**src/rtl/gray_conv_arbiter.sv**
```systemverilog
// Round-robin arbiter that shares one bit-serial Gray-to-binary engine among NREQ requesters.
// Optional per-requester adjacency checking is enabled with `define GRAY_CONV_ADJ_CHECK_EN.
module gray_conv_arbiter #(
  parameter int WIDTH = 4,
  parameter int NREQ  = 4,
  parameter int IDW   = $clog2(NREQ)
) (
  input  logic                  clk,
  input  logic                  rst,
  input  logic [NREQ-1:0]       req_valid,
  input  logic [NREQ*WIDTH-1:0] req_gray,
  output logic [NREQ-1:0]       req_ready,
  output logic                  out_valid,
  input  logic                  out_ready,
  output logic [WIDTH-1:0]      out_bin,
  output logic [IDW-1:0]        out_id,
  output logic                  out_err,
  output logic                  busy
);

  localparam int KW = $clog2(WIDTH);
  localparam int CW = IDW + 1;

  typedef enum logic [1:0] {
    IDLE,
    CONV,
    DONE
  } state_t;

  state_t           state;
  state_t           state_nxt;
  logic [IDW-1:0]   ptr;
  logic [IDW-1:0]   ptr_nxt;
  logic [KW-1:0]    bit_k;
  logic [WIDTH-1:0] gray_q;
  logic             acc_b;
  logic             conv_b;

  logic [WIDTH-1:0] req_word [NREQ];
  logic             grant_found;
  logic [IDW-1:0]   grant_idx;
  logic [CW-1:0]    cand;
  logic             accept;

  always_comb begin
    for (int i = 0; i < NREQ; i++) begin
      req_word[i] = req_gray[i*WIDTH +: WIDTH];
    end
  end

  // Rotating search: first valid requester at or after ptr, wrapping past NREQ-1.
  always_comb begin
    // NOTE: every variable gets a default before any branch, so no path can infer a latch.
    grant_found = 1'b0;
    grant_idx   = '0;
    cand        = '0;
    for (int o = 0; o < NREQ; o++) begin
      cand = {1'b0, ptr} + CW'(o);
      if (cand >= CW'(NREQ)) begin
        cand = cand - CW'(NREQ);
      end
      if (!grant_found && req_valid[cand[IDW-1:0]]) begin
        grant_found = 1'b1;
        grant_idx   = cand[IDW-1:0];
      end
    end
  end

  always_comb begin
    req_ready = '0;
    if (state == IDLE && grant_found) begin
      req_ready[grant_idx] = 1'b1;
    end
  end

  assign accept    = (state == IDLE) && grant_found;
  assign out_valid = (state == DONE);
  assign busy      = (state != IDLE);
  assign conv_b    = acc_b ^ gray_q[bit_k];
  assign ptr_nxt   = (out_id == IDW'(NREQ - 1)) ? '0 : out_id + 1'b1;

  always_comb begin
    state_nxt = state;
    case (state)
      IDLE:    if (accept)         state_nxt = CONV;
      CONV:    if (bit_k == '0)    state_nxt = DONE;
      DONE:    if (out_ready)      state_nxt = IDLE;
      default:                     state_nxt = IDLE;
    endcase
  end

  always_ff @(posedge clk) begin
    // NOTE: registered state uses non-blocking assignments so every flop sees pre-edge values.
    if (rst) begin
      state <= IDLE;
    end else begin
      state <= state_nxt;
    end
  end

  // acc_b carries b[k+1]; it starts at 0 so the MSB comes out as g[WIDTH-1].
  always_ff @(posedge clk) begin
    if (rst) begin
      ptr     <= '0;
      out_bin <= '0;
      out_id  <= '0;
      gray_q  <= '0;
      bit_k   <= '0;
      acc_b   <= 1'b0;
    end else begin
      case (state)
        IDLE: begin
          if (accept) begin
            gray_q <= req_word[grant_idx];
            out_id <= grant_idx;
            bit_k  <= KW'(WIDTH - 1);
            acc_b  <= 1'b0;
          end
        end
        CONV: begin
          out_bin[bit_k] <= conv_b;
          acc_b          <= conv_b;
          bit_k          <= bit_k - 1'b1;
        end
        DONE: begin
          if (out_ready) begin
            ptr <= ptr_nxt;
          end
        end
        default: ;
      endcase
    end
  end

`ifdef GRAY_CONV_ADJ_CHECK_EN
  logic [WIDTH-1:0] prev_gray [NREQ];
  logic [NREQ-1:0]  seen;
  logic             adj_err;
  logic             err_q;

  function automatic int unsigned popcount(input logic [WIDTH-1:0] v);
    int unsigned n;
    n = 0;
    for (int i = 0; i < WIDTH; i++) begin
      n = n + int'(v[i]);
    end
    return n;
  endfunction

  assign adj_err = seen[grant_idx] &&
                   (popcount(prev_gray[grant_idx] ^ req_word[grant_idx]) > 1);

  always_ff @(posedge clk) begin
    // NOTE: the history array is reset deliberately; a stale seen flag would raise a false error after reset.
    if (rst) begin
      seen  <= '0;
      err_q <= 1'b0;
      for (int i = 0; i < NREQ; i++) begin
        prev_gray[i] <= '0;
      end
    end else if (accept) begin
      prev_gray[grant_idx] <= req_word[grant_idx];
      seen[grant_idx]      <= 1'b1;
      err_q                <= adj_err;
    end
  end

  assign out_err = err_q;
`else
  assign out_err = 1'b0;
`endif

endmodule
```
**config.mk**
```make
export PLATFORM = sky130hd
export DESIGN_NAME = gray_conv_arbiter
export DESIGN_NICKNAME = d
export VERILOG_FILES = /design/src/rtl/gray_conv_arbiter.sv
export SDC_FILE = /design/constraint.sdc
export NUM_CORES = 1
export LEC_CHECK = 0
export CORE_MARGIN = 3
export CORE_UTILIZATION = 35
export CTS_CLUSTER_SIZE = 16
export DETAILED_ROUTE_END_ITERATION = 8
export PLACE_DENSITY_LB_ADDON = 0.15
export SYNTH_ARGS = -nofsm -noshare
export SYNTH_HDL_FRONTEND = slang
export SYNTH_SLANG_ARGS = --single-unit
```
**constraint.sdc**
```tcl
create_clock -name clk -period 2.6 [get_ports clk]
set_input_delay 0.52 -clock clk [delete_from_list [all_inputs] [get_ports clk]]
set_output_delay 0.52 -clock clk [all_outputs]
set_load 0.03 [all_outputs]
```
== Word level (Yosys, flattened, before mapping) ==
Cells that the tools add are included.

* Register bits after elaboration: 17
* Bits of input ports: 23
* Logic and storage cells: 94
* Output and inout port bits: 13

* $lt $le $gt $ge: 13
* Equality and inequality tests: 6
* Multiplexer cells: 40
* Reduce and logical (&&, ||, !) cells: 17
* Bitwise operators: 2
* $add $sub $neg: 9

{| class="wikitable"
|+ Operators by type and width
! operator !! number
|-
| $mux W2 || 13
|-
| $lt A2 B3 Y1 const B || 6
|-
| $ge A3 B3 Y1 const B || 4
|-
| $mux W1 || 12
|-
| $mux W4 || 3
|-
| $bmux W1 S2 || 5
|-
| $sub A2 B1 Y2 const B || 5
|-
| $bmux W4 S2 || 1
|-
| $add A2 B2 Y3 const B || 2
|-
| $logic_and A1 B1 Y1 || 6
|-
| $pmux W2 S3 || 1
|-
| $reduce_and A2 Y1 || 3
|-
| $bwmux W4 || 1
|-
| $demux W1 S2 || 2
|-
| $eq A2 B2 Y1 const B || 2
|-
| $ge A2 B1 Y1 const B || 2
|-
| $logic_not A2 Y1 || 2
|-
| $ne A2 B2 Y1 const B || 2
|-
| $pmux W2 S2 || 1
|-
| $reduce_bool A2 Y1 || 2
|-
| $add A2 B1 Y3 const B || 1
|-
| $ge A2 B3 Y1 const B || 1
|-
| $logic_not A1 Y1 || 3
|-
| $not A2 Y3 || 1
|-
| other kinds (6) || 6
|}

== Logic depth before layout (Yosys ltp) ==
Gate-level depths: netlist of run 1.

* Depth in word-level cells: 19
* Mapped depth: 7
* Mapped depth without buffers: 5

== Least setup slack after synthesis of run 1 ==
Ideal clock, no wire load.

* Path kind: register -> output
* Start: register state[1]
* End: output port req_ready[0]
* Data required time: 2.080 ns
* Path buffers: 1
* Stages on the path, launching flop included: 5
* Arrival time: 1.792 ns
* Path slack: 0.288 ns
* Path through: dfxtp_1 -> or2_1 -> or2_1 -> buf_2 -> nor3_1

* Word-level cells in the longest chain between the ends: 3

{| class="wikitable"
|+ RTL lines
! what !! RTL line !! RTL
|-
| from (decl) || 30 || <nowiki>state_t state;</nowiki>
|-
| from (signal assigned) || 97 || <nowiki>state <= state_nxt;</nowiki>
|-
| $logic_not A2 Y1 || 71 || <nowiki>if (state == IDLE && grant_found) begin</nowiki>
|-
| $logic_and A1 B1 Y1 || 71 ||
|-
| $mux W4 || 71 ||
|-
| to (decl) || 12 || <nowiki>output logic [NREQ-1:0] req_ready,</nowiki>
|}

No other way between the ends.

== Worst setup path in the final report of run 1 ==
* Start: input port req_valid[0]
* End: output port req_ready[0]

* Word-level cells in the longest chain between the ends: 17
* Elaborated cells between the ends (all ways): 29
* Classes of those cells: order compare: 2; mux: 19; reduce/logical: 8

{| class="wikitable"
|+ RTL lines
! what !! RTL line !! RTL
|-
| from (decl) || 10 || <nowiki>input logic [NREQ-1:0] req_valid,</nowiki>
|-
| $bmux W1 S2 || 62 || <nowiki>if (!grant_found && req_valid[cand[IDW-1:0]]) begin</nowiki>
|-
| $mux W1 (not written as such) || 62 ||
|-
| $mux W1 || 62 ||
|-
| $logic_not A1 Y1 || 62 ||
|-
| $logic_and A1 B1 Y1 || 62 ||
|-
| $mux W1 || 62 ||
|-
| $logic_not A1 Y1 || 62 ||
|-
| $logic_and A1 B1 Y1 || 62 ||
|-
| $mux W1 || 62 ||
|-
| $logic_not A1 Y1 || 62 ||
|-
| $logic_and A1 B1 Y1 || 62 ||
|-
| $mux W2 || 62 ||
|-
| $lt A2 B3 Y1 (not written as such) / $ge A2 B1 Y1 (equally long branches) || 72 || <nowiki>req_ready[grant_idx] = 1'b1;</nowiki>
|-
| $logic_and A1 B1 Y1 (not written as such) || 72 ||
|-
| $mux W1 (not written as such) || 72 ||
|-
| $demux W1 S2 || 72 ||
|-
| $mux W4 * || 71 ||
|}

Mark *: on every way between the ends. The rest lies on a longest branch, timed or not. The select of a mux whose other input is x is not followed.

==> results of run 1 <==
layout by cell type (no fill, tap or decap):
| master | count |
|---|---|
| sky130_fd_sc_hd__xnor2_1 | 1 |
| sky130_fd_sc_hd__clkdlybuf4s50_1 | 30 |
| sky130_fd_sc_hd__nand2b_1 | 2 |
| sky130_fd_sc_hd__dfxtp_1 | 17 |
| sky130_fd_sc_hd__nand2_1 | 10 |
| sky130_fd_sc_hd__a221oi_2 | 1 |
| sky130_fd_sc_hd__mux2i_1 | 10 |
| sky130_fd_sc_hd__nor3_1 | 4 |
| sky130_fd_sc_hd__mux4_2 | 1 |
| sky130_fd_sc_hd__nor2_1 | 9 |
| sky130_fd_sc_hd__conb_1 | 1 |
| sky130_fd_sc_hd__o221ai_1 | 4 |
| sky130_fd_sc_hd__nor2_2 | 1 |
| sky130_fd_sc_hd__clkbuf_1 | 1 |
| sky130_fd_sc_hd__or2_1 | 2 |
| sky130_fd_sc_hd__nand3_1 | 1 |
| sky130_fd_sc_hd__nor4_1 | 1 |
| sky130_fd_sc_hd__nor2b_1 | 2 |
| sky130_fd_sc_hd__a22oi_1 | 1 |
| sky130_fd_sc_hd__ha_1 | 5 |
| sky130_fd_sc_hd__clkbuf_4 | 3 |
| sky130_fd_sc_hd__inv_1 | 4 |
| sky130_fd_sc_hd__a211oi_1 | 1 |
| sky130_fd_sc_hd__o22ai_1 | 2 |
| sky130_fd_sc_hd__buf_4 | 9 |
| sky130_fd_sc_hd__a311oi_1 | 4 |
| sky130_fd_sc_hd__a21oi_1 | 13 |
| sky130_fd_sc_hd__nand3b_1 | 4 |
| sky130_fd_sc_hd__o21a_1 | 1 |
| sky130_fd_sc_hd__o22a_2 | 1 |
final cells by class:
class | count | area [sq um] | share of cell area (%)
Multi-Input combinational cell | 82 | 569 | 42.0
Timing Repair Buffer | 39 | 368 | 27.1
Sequential cell | 17 | 340 | 25.1
Tap cell | 30 | 37.5 | 2.77
Clock buffer | 4 | 26.3 | 1.94
Inverter | 4 | 15.0 | 1.11
power groups by stage:
stage / Clock [W] / Combinational [W] / Sequential [W]
CTS: 0.000144 / 0.000287 / 0.000314
finish: 0.000139 / 0.000287 / 0.000314
global placement: 0 / 0.000283 / 0.000319
floorplan: 0 / 0.000172 / 0.000332
detailed placement: 0 / 0.000286 / 0.000320
global route: 0.000156 / 0.000318 / 0.000320
timing repair:
action | in CTS | in global routing
hold buffers | 0 | 0
buffers inserted | 0 | 1
resized for setup | 0 | 0
endpoints found under the setup margin | 0 | 1
through the flow:
| step | power [W] | std cells |
|---|---|---|
| 2_1_floorplan | 0.000504 | 111 |
| 3_3_place_gp | 0.000601 | 171 |
| 3_5_place_dp | 0.000606 | 171 |
| 4_1_cts | 0.000745 | 175 |
| 5_1_grt | 0.000793 | 176 |
| 6_report | 0.000739 | 176 |
layer usage:
| layer | GRT usage [%] | part of all wire (%) |
|---|---|---|
| met1 | 15.7 | 43 |
| met2 | 22.7 | 48 |
| met4 | 3.88 | 0.86 |
| met5 | 0 | 0 |
| met3 | 4.82 | 8.5 |
final timing paths:
kind	endpoint	slack (ps)	depth (start not counted)
setup / recovery	req_ready[0]	140	6
hold / removal	out_id[1]$_SDFFE_PP0P_	500	2
setup reg to reg	gray_q[2]$_SDFFE_PP0P_	880	7
hold reg to reg	out_id[1]$_SDFFE_PP0P_	500	2
flip-flops by register name, indices dropped and copies added, names as in the netlist:
signal and flops:
out_id 2, acc_b 1, bit_k 2, gray_q 4
out_bin 4, ptr 2, state 2
cell families after synthesis:
group	share of synthesized area [%]
AO/OA/AOI/OAI	20.0
XOR/XNOR	0.896
adder cells (fa/ha/maj)	6.40
buffers and inverters	6.91
flip-flops	34.8
multiplexers	12.5
other	0.384
AND/OR/NAND/NOR	18.1
tightest hold or removal path, cell delays in order (launching register included):
cell and delay, ps:
sky130_fd_sc_hd__dfxtp_1 340, sky130_fd_sc_hd__nand2_1 60, sky130_fd_sc_hd__a21oi_1 60
==> qor.tcl, run 1 <==
set qor(setup_tns_ps) 0
set qor(cap_viol_max_count) 0
set qor(setup_ws_ps) 140
set qor(whs_ps) 502
set qor(placed_area_sq_mm) 0.00132
set qor(detail_route.first_pass.iterations) 4
set qor(drt_wl_total_um) 2100
set qor(dp_worst_setup_slack_ps) 131
set qor(yosysUniqueCellTypes) 31
set qor(post-synth-top-count-cell) {sky130_fd_sc_hd__dfxtp_1}
set qor(floorplan.initialDensity_pct) 38.1
set qor(hold_start) {out_id[1]$_SDFFE_PP0P_}
set qor(static-leakage-power_nw) 0.521
set qor(synth_seq_cells) 17
set qor(synth_top_area_cell) {sky130_fd_sc_hd__dfxtp_1}
set qor(route.antenna.remaining_nets) 0
set qor(rsz0062_at_grt) {no}
set qor(layout-drive-gt1-share_pct) 11.0
set qor(critical_path_buf_inv_count) 2
set qor(diodes) 0
set qor(syn-cell-area_sq_um) 977
set qor(netSwitchingFraction_pct) 34.3
set qor(p_sw_w) 0.000254
set qor(timing.setup.critical_path_class) {in -> out}
set qor(detail_route.wl_per_cell_um) 11.9
set qor(worst_path_dominant_cell_family) {buffers and inverters}
set qor(die_width_um) 58.8
set qor(globalRouteOverflowTotal) 0
set qor(yosys-top-cells-count) {sky130_fd_sc_hd__dfxtp_1, sky130_fd_sc_hd__a21oi_1, sky130_fd_sc_hd__mux2i_1, sky130_fd_sc_hd__nand2_1, sky130_fd_sc_hd__nor2_1}
set qor(ys_seq_area_share_pct) 34.8
set qor(synth_async_sr_flop_share_pct) 0
set qor(peakVddDrop_mv) 0.443
set qor(timing.critical_path.cells) {clkdlybuf4s50_1 > a21oi_1 > o21a_1 > o22a_2 > nor3_1 > buf_4}
set qor(comb_power_share_pct) 38.8
set qor(final-setup-viol-count) 0
set qor(numPortBuffers) 34
set qor(nets) 175
set qor(crit_path_start) {req_valid[0]}
set qor(layout.cell_area.non_filler_sq_mm) 0.00136
set qor(root_buffer) {sky130_fd_sc_hd__clkbuf_4}
set qor(grtUsageTotal_pct) 13.4
set qor(vias_per_cell) 5.24
set qor(die-area_sq_mm) 0.00346
set qor(post_synth_inst_count) 111
set qor(p_per_area_mw_per_mm2) 545
set qor(area_growth_syn_to_layout_pct) 38.8
set qor(detailed_place_hpwl_um) 1680
set qor(worst_flop_to_flop_path_startpoint) {ptr[1]$_SDFFE_PP0P_}
set qor(maxClockFrequency_mhz) 407
set qor(first_global_vias) 856
set qor(numClockSinks) 17
set qor(antenna_found_initial) 0
set qor(final-hold-violation-count) 0
set qor(syn_avg_cell_area_sq_um) 8.80
set qor(path_max_fanout) 5
set qor(period_needed_ps) 2460
set qor(clk_pin_slew_worst_paths_ps) 90
set qor(synth-warning-count) 0
set qor(cts_tree) {yes}
set qor(die_height_um) 58.8
set qor(final.fill_count) 256
set qor(grt_max_degree) 17
set qor(critPathArrivalTime_ps) 1940
set qor(vias) 923
set qor(critical_path.max_stage_delay_ps) 530
set qor(cts_inserted_buffers) 3
set qor(synth_area_leaders) {sky130_fd_sc_hd__dfxtp_1, sky130_fd_sc_hd__mux2i_1, sky130_fd_sc_hd__a21oi_1, sky130_fd_sc_hd__ha_1, sky130_fd_sc_hd__nand2_1}
set qor(synth_nets) 139
set qor(top_level_ports) 36
set qor(clock_insertion_delay_worst_skew_ps) 290
set qor(postLayoutCoreUtil_pct) 52.8
set qor(clock_power_share_pct) 18.8
set qor(crit_path_end_kind) {primary output}
set qor(drt_first_iter_violations) 22
set qor(startpoint_type) {input pin}
set qor(cts-root-to-sink-buffers) 2
set qor(post-route-drc-count) 0
set qor(synth_enable_flop_cells) 0
set qor(critPathRequiredTime_ps) 2080
set qor(grt_first_pass_wirelength_um) 3590
set qor(run_status) {complete, no violations}
set qor(num_rows) 18
set qor(intPower_w) 0.000486
set qor(holdCritPathClass) {reg -> reg}
set qor(power_frac_seq_pct) 42.4
set qor(core_region_area_sq_mm) 0.00257
set qor(critPathSlowestCell) {sky130_fd_sc_hd__clkdlybuf4s50_1}
set qor(finalWeightedCongestion) 0.676
set qor(finClkSkew_ps) 2.98
set qor(synthFlopType) {sky130_fd_sc_hd__dfxtp_1}
set qor(finalCritPeriodShare_pct) 94.6
set qor(htreeDepth) 1
set qor(max_slew_violation_count) 0
set qor(yosys.area.top_type_share_pct) 34.8
Power figures use the tool's default switching activity.
==> inputs of run 2 (changes only) <==
--- a/config.mk
+++ b/config.mk
@@ -10,6 +10,7 @@
 export CTS_CLUSTER_SIZE = 16
 export DETAILED_ROUTE_END_ITERATION = 8
 export PLACE_DENSITY_LB_ADDON = 0.15
+export SLEW_MARGIN = 20
 export SYNTH_ARGS = -nofsm -noshare
 export SYNTH_HDL_FRONTEND = slang
 export SYNTH_SLANG_ARGS = --single-unit
==> results of run 2 <==
Final layout, timing and power as in run 1 (identical DEF).
==> inputs of run 3 (changes only) <==
==> constraint.sdc (replaced) <==
create_clock -name clk -period 2.6 [get_ports clk]
set_input_delay 0.52 -clock clk [delete_from_list [all_inputs] [get_ports clk]]
set_output_delay 0.52 -clock clk [all_outputs]
set_load 0.02 [all_outputs]
==> run 3 against run 2 <==
Compared with the run above: critical path depth is the same; register-to-register slack better by 50 ps; cell count rose by 2.8%; setup slack got worse by 44 ps; non-clock buffer count increased by 5; hold slack worse by 15 ps; largest power group unchanged.
==> qor.tcl, run 3 (synthesis results as in run 1) <==
set qor(route.antenna.remaining_nets) 0 ;# unchanged
set qor(layout-drive-gt1-share_pct) 13.9 ;# was 11.0%
set qor(critPathArrivalTime_ps) 1980 ;# was 1940 ps
set qor(drt_first_iter_violations) 18 ;# was 22
set qor(final_cell_mix) {sky130_fd_sc_hd__clkdlybuf4s50_1, sky130_fd_sc_hd__dfxtp_1, sky130_fd_sc_hd__a21oi_1} ;# was sky130_fd_sc_hd__clkdlybuf4s50_1, sky130_fd_sc_hd__dfxtp_1, sky130_fd_sc_hd__a21oi_1, sky130_fd_sc_hd__nand2_1, sky130_fd_sc_hd__mux2i_1
set qor(first_global_vias) 913 ;# was 856
set qor(hold_end) {out_id[1]$_SDFFE_PP0P_} ;# unchanged
set qor(grtUsageTotal_pct) 14.2 ;# was 13.4%
set qor(max_slew_violation_count) 0 ;# unchanged
set qor(vias) 940 ;# was 923
set qor(cts_tree) {yes} ;# unchanged
set qor(cts_inserted_buffers) 3 ;# unchanged
set qor(mostFrequentLayoutCell) {sky130_fd_sc_hd__clkdlybuf4s50_1} ;# unchanged
set qor(top_regs) {gray_q x4, out_bin x4} ;# unchanged
set qor(finalCritPeriodShare_pct) 96.3 ;# was 94.6%
set qor(die-area_sq_mm) 0.00346 ;# unchanged
set qor(htreeDepth) 1 ;# unchanged
set qor(die_height_um) 58.8 ;# unchanged
set qor(p_per_area_mw_per_mm2) 525 ;# was 545 mW/mm^2
set qor(globalRouteOverflowTotal) 0 ;# unchanged
set qor(static-leakage-power_nw) 0.545 ;# was 0.521 nW
set qor(crit_path_end_kind) {primary output} ;# unchanged
set qor(root_buffer) {sky130_fd_sc_hd__clkbuf_4} ;# unchanged
set qor(rsz0062_at_grt) {no} ;# unchanged
set qor(numClockSinks) 17 ;# unchanged
set qor(clock_insertion_delay_worst_skew_ps) 290 ;# about the same
set qor(detail_route.first_pass.iterations) 4 ;# unchanged
set qor(grt_first_pass_wirelength_um) 3790 ;# was 3590 um
set qor(finalWeightedCongestion) 0.739 ;# was 0.676
set qor(peakVddDrop_mv) 0.459 ;# was 0.443 mV
set qor(startpoint_type) {input pin} ;# unchanged
set qor(run_status) {complete, no violations} ;# unchanged
set qor(critPathRequiredTime_ps) 2080 ;# about the same
set qor(drt_wl_total_um) 2200 ;# was 2100 um
set qor(grt_max_degree) 17 ;# unchanged
set qor(hold_depth) 2 ;# unchanged
set qor(die_width_um) 58.8 ;# unchanged
set qor(cap_viol_max_count) 0 ;# unchanged
set qor(worst_flop_to_flop_path_startpoint) {ptr[1]$_SDFFE_PP0P_} ;# unchanged
set qor(finalNonFillerCells) 181 ;# was 176
set qor(finClkSkew_ps) 2.77 ;# was 2.98 ps
set qor(detailed_place_hpwl_um) 1810 ;# was 1680 um
set qor(final-setup-viol-count) 0 ;# unchanged
set qor(placed_cells_incl_taps) 177 ;# was 171
set qor(maxClockFrequency_mhz) 399 ;# was 407 MHz
set qor(vias_per_cell) 5.19 ;# was 5.24
set qor(hold_start) {out_id[1]$_SDFFE_PP0P_} ;# unchanged
set qor(diodes) 0 ;# unchanged
set qor(timing.reg2reg.worst_path_depth) 6 ;# was 7
set qor(placed_area_sq_mm) 0.00138 ;# was 0.00132 sq mm
set qor(detail_route.wl_per_cell_um) 12.2 ;# was 11.9 um
set qor(top_level_ports) 36 ;# unchanged
set qor(timing.setup.critical_path_class) {in -> out} ;# unchanged
set qor(cts-root-to-sink-buffers) 2 ;# unchanged
set qor(layout.cell_area.non_filler_sq_mm) 0.00139 ;# was 0.00136 sq mm
set qor(holdCritPathClass) {reg -> reg} ;# unchanged
set qor(num_rows) 18 ;# unchanged
set qor(clk_pin_slew_worst_paths_ps) 90 ;# about the same
set qor(path_max_fanout) 4 ;# was 5
set qor(regToRegSetupSlack_ps) 930 ;# was 880 ps
set qor(antenna_found_initial) 0 ;# unchanged
set qor(floorplan.initialDensity_pct) 38.1 ;# unchanged
set qor(numPortBuffers) 34 ;# unchanged
set qor(area_growth_syn_to_layout_pct) 42.6 ;# was 38.8%
set qor(period_needed_ps) 2500 ;# was 2460 ps
set qor(core_region_area_sq_mm) 0.00257 ;# unchanged
set qor(post-route-drc-count) 0 ;# unchanged
set qor(final-hold-violation-count) 0 ;# unchanged
set qor(worst_r2r_endpoint) {gray_q[2]$_SDFFE_PP0P_} ;# unchanged
set qor(nets) 180 ;# was 175
## run 3: cell types whose count changed in the layout (fill, tap and decap cells not counted), sizes merged
cell and delta:
clkbuf +3, buf +1, dlygate4sd2 +1
## run 3: per-layer routing
| metal | vias up | wire (um) | global-route usage [%] |
|---|---|---|---|
| met5 | - | 0 | 0 |
| met4 | 0 | 14 | 3.88 |
| met3 | 2 | 127 | 3.95 |
| met2 | 23 | 1080 | 25.9 |
| met1 | 435 | 980 | 16.1 |
| li1 | 480 | - | - |
## run 3: worst max-delay path, cell delays in order
cell and delay [ps]:
sky130_fd_sc_hd__clkdlybuf4s50_1 420, sky130_fd_sc_hd__buf_4 150, sky130_fd_sc_hd__nor4_2 300, sky130_fd_sc_hd__or2_1 200, sky130_fd_sc_hd__nor3_1 60, sky130_fd_sc_hd__dlygate4sd2_1 330
## run 3: how the worst max path moves through the flow
stage,startpoint,end,slack [ps],cells after the start
6_report,req_valid[0],req_ready[2],100,6
5_1_grt,req_valid[1],req_ready[2],30,6
4_1_cts,req_valid[0],req_ready[1],30,8
3_5_place_dp,req_valid[0],req_ready[1],-230,8
3_3_place_gp,req_valid[1],req_ready[0],-210,6
2_1_floorplan,state[1]$_SDFFE_PP0P_,req_ready[0],540,4
## run 3: where the power goes
group          switching [W]  internal [W]
Clock              0.0000780     0.0000596
Combinational       0.000139      0.000141
Sequential         0.0000234      0.000290
## run 3: stage by stage
step / hold WS, ps / power [W] / setup TNS [ps] / setup WS (ps) / util (%)
6_report: 486 / 0.000731 / 0 / 96.4 / 54.3
5_1_grt: 541 / 0.000783 / 0 / 25.9 / 54.3
4_1_cts: 489 / 0.000744 / 0 / 31.9 / 54.7
3_5_place_dp: 474 / 0.000607 / -873 / -234 / 53.7
3_3_place_gp: 471 / 0.000600 / -796 / -210 / 53.7
2_1_floorplan: 462 / 0.000489 / 0 / 536 / -
## run 3: layout make-up
| class | instances | area [sq um] |
|---|---|---|
| multi-input combinational | 82 | 576 |
| clock buffer | 4 | 26.3 |
| sequential | 17 | 340 |
| inverter | 4 | 15.0 |
| timing repair buffer | 44 | 399 |
| fill | 259 | 1170 |
| tap | 30 | 37.5 |
## run 3: what timing repair did
action / CTS / global route
endpoints found under the setup margin: 4 / 3
hold endpoints to repair: 0 / 0
buffers inserted: 0 / 0
pin swaps: 0 / 0
hold buffers: 0 / 0
gates resized for setup: 5 / 7
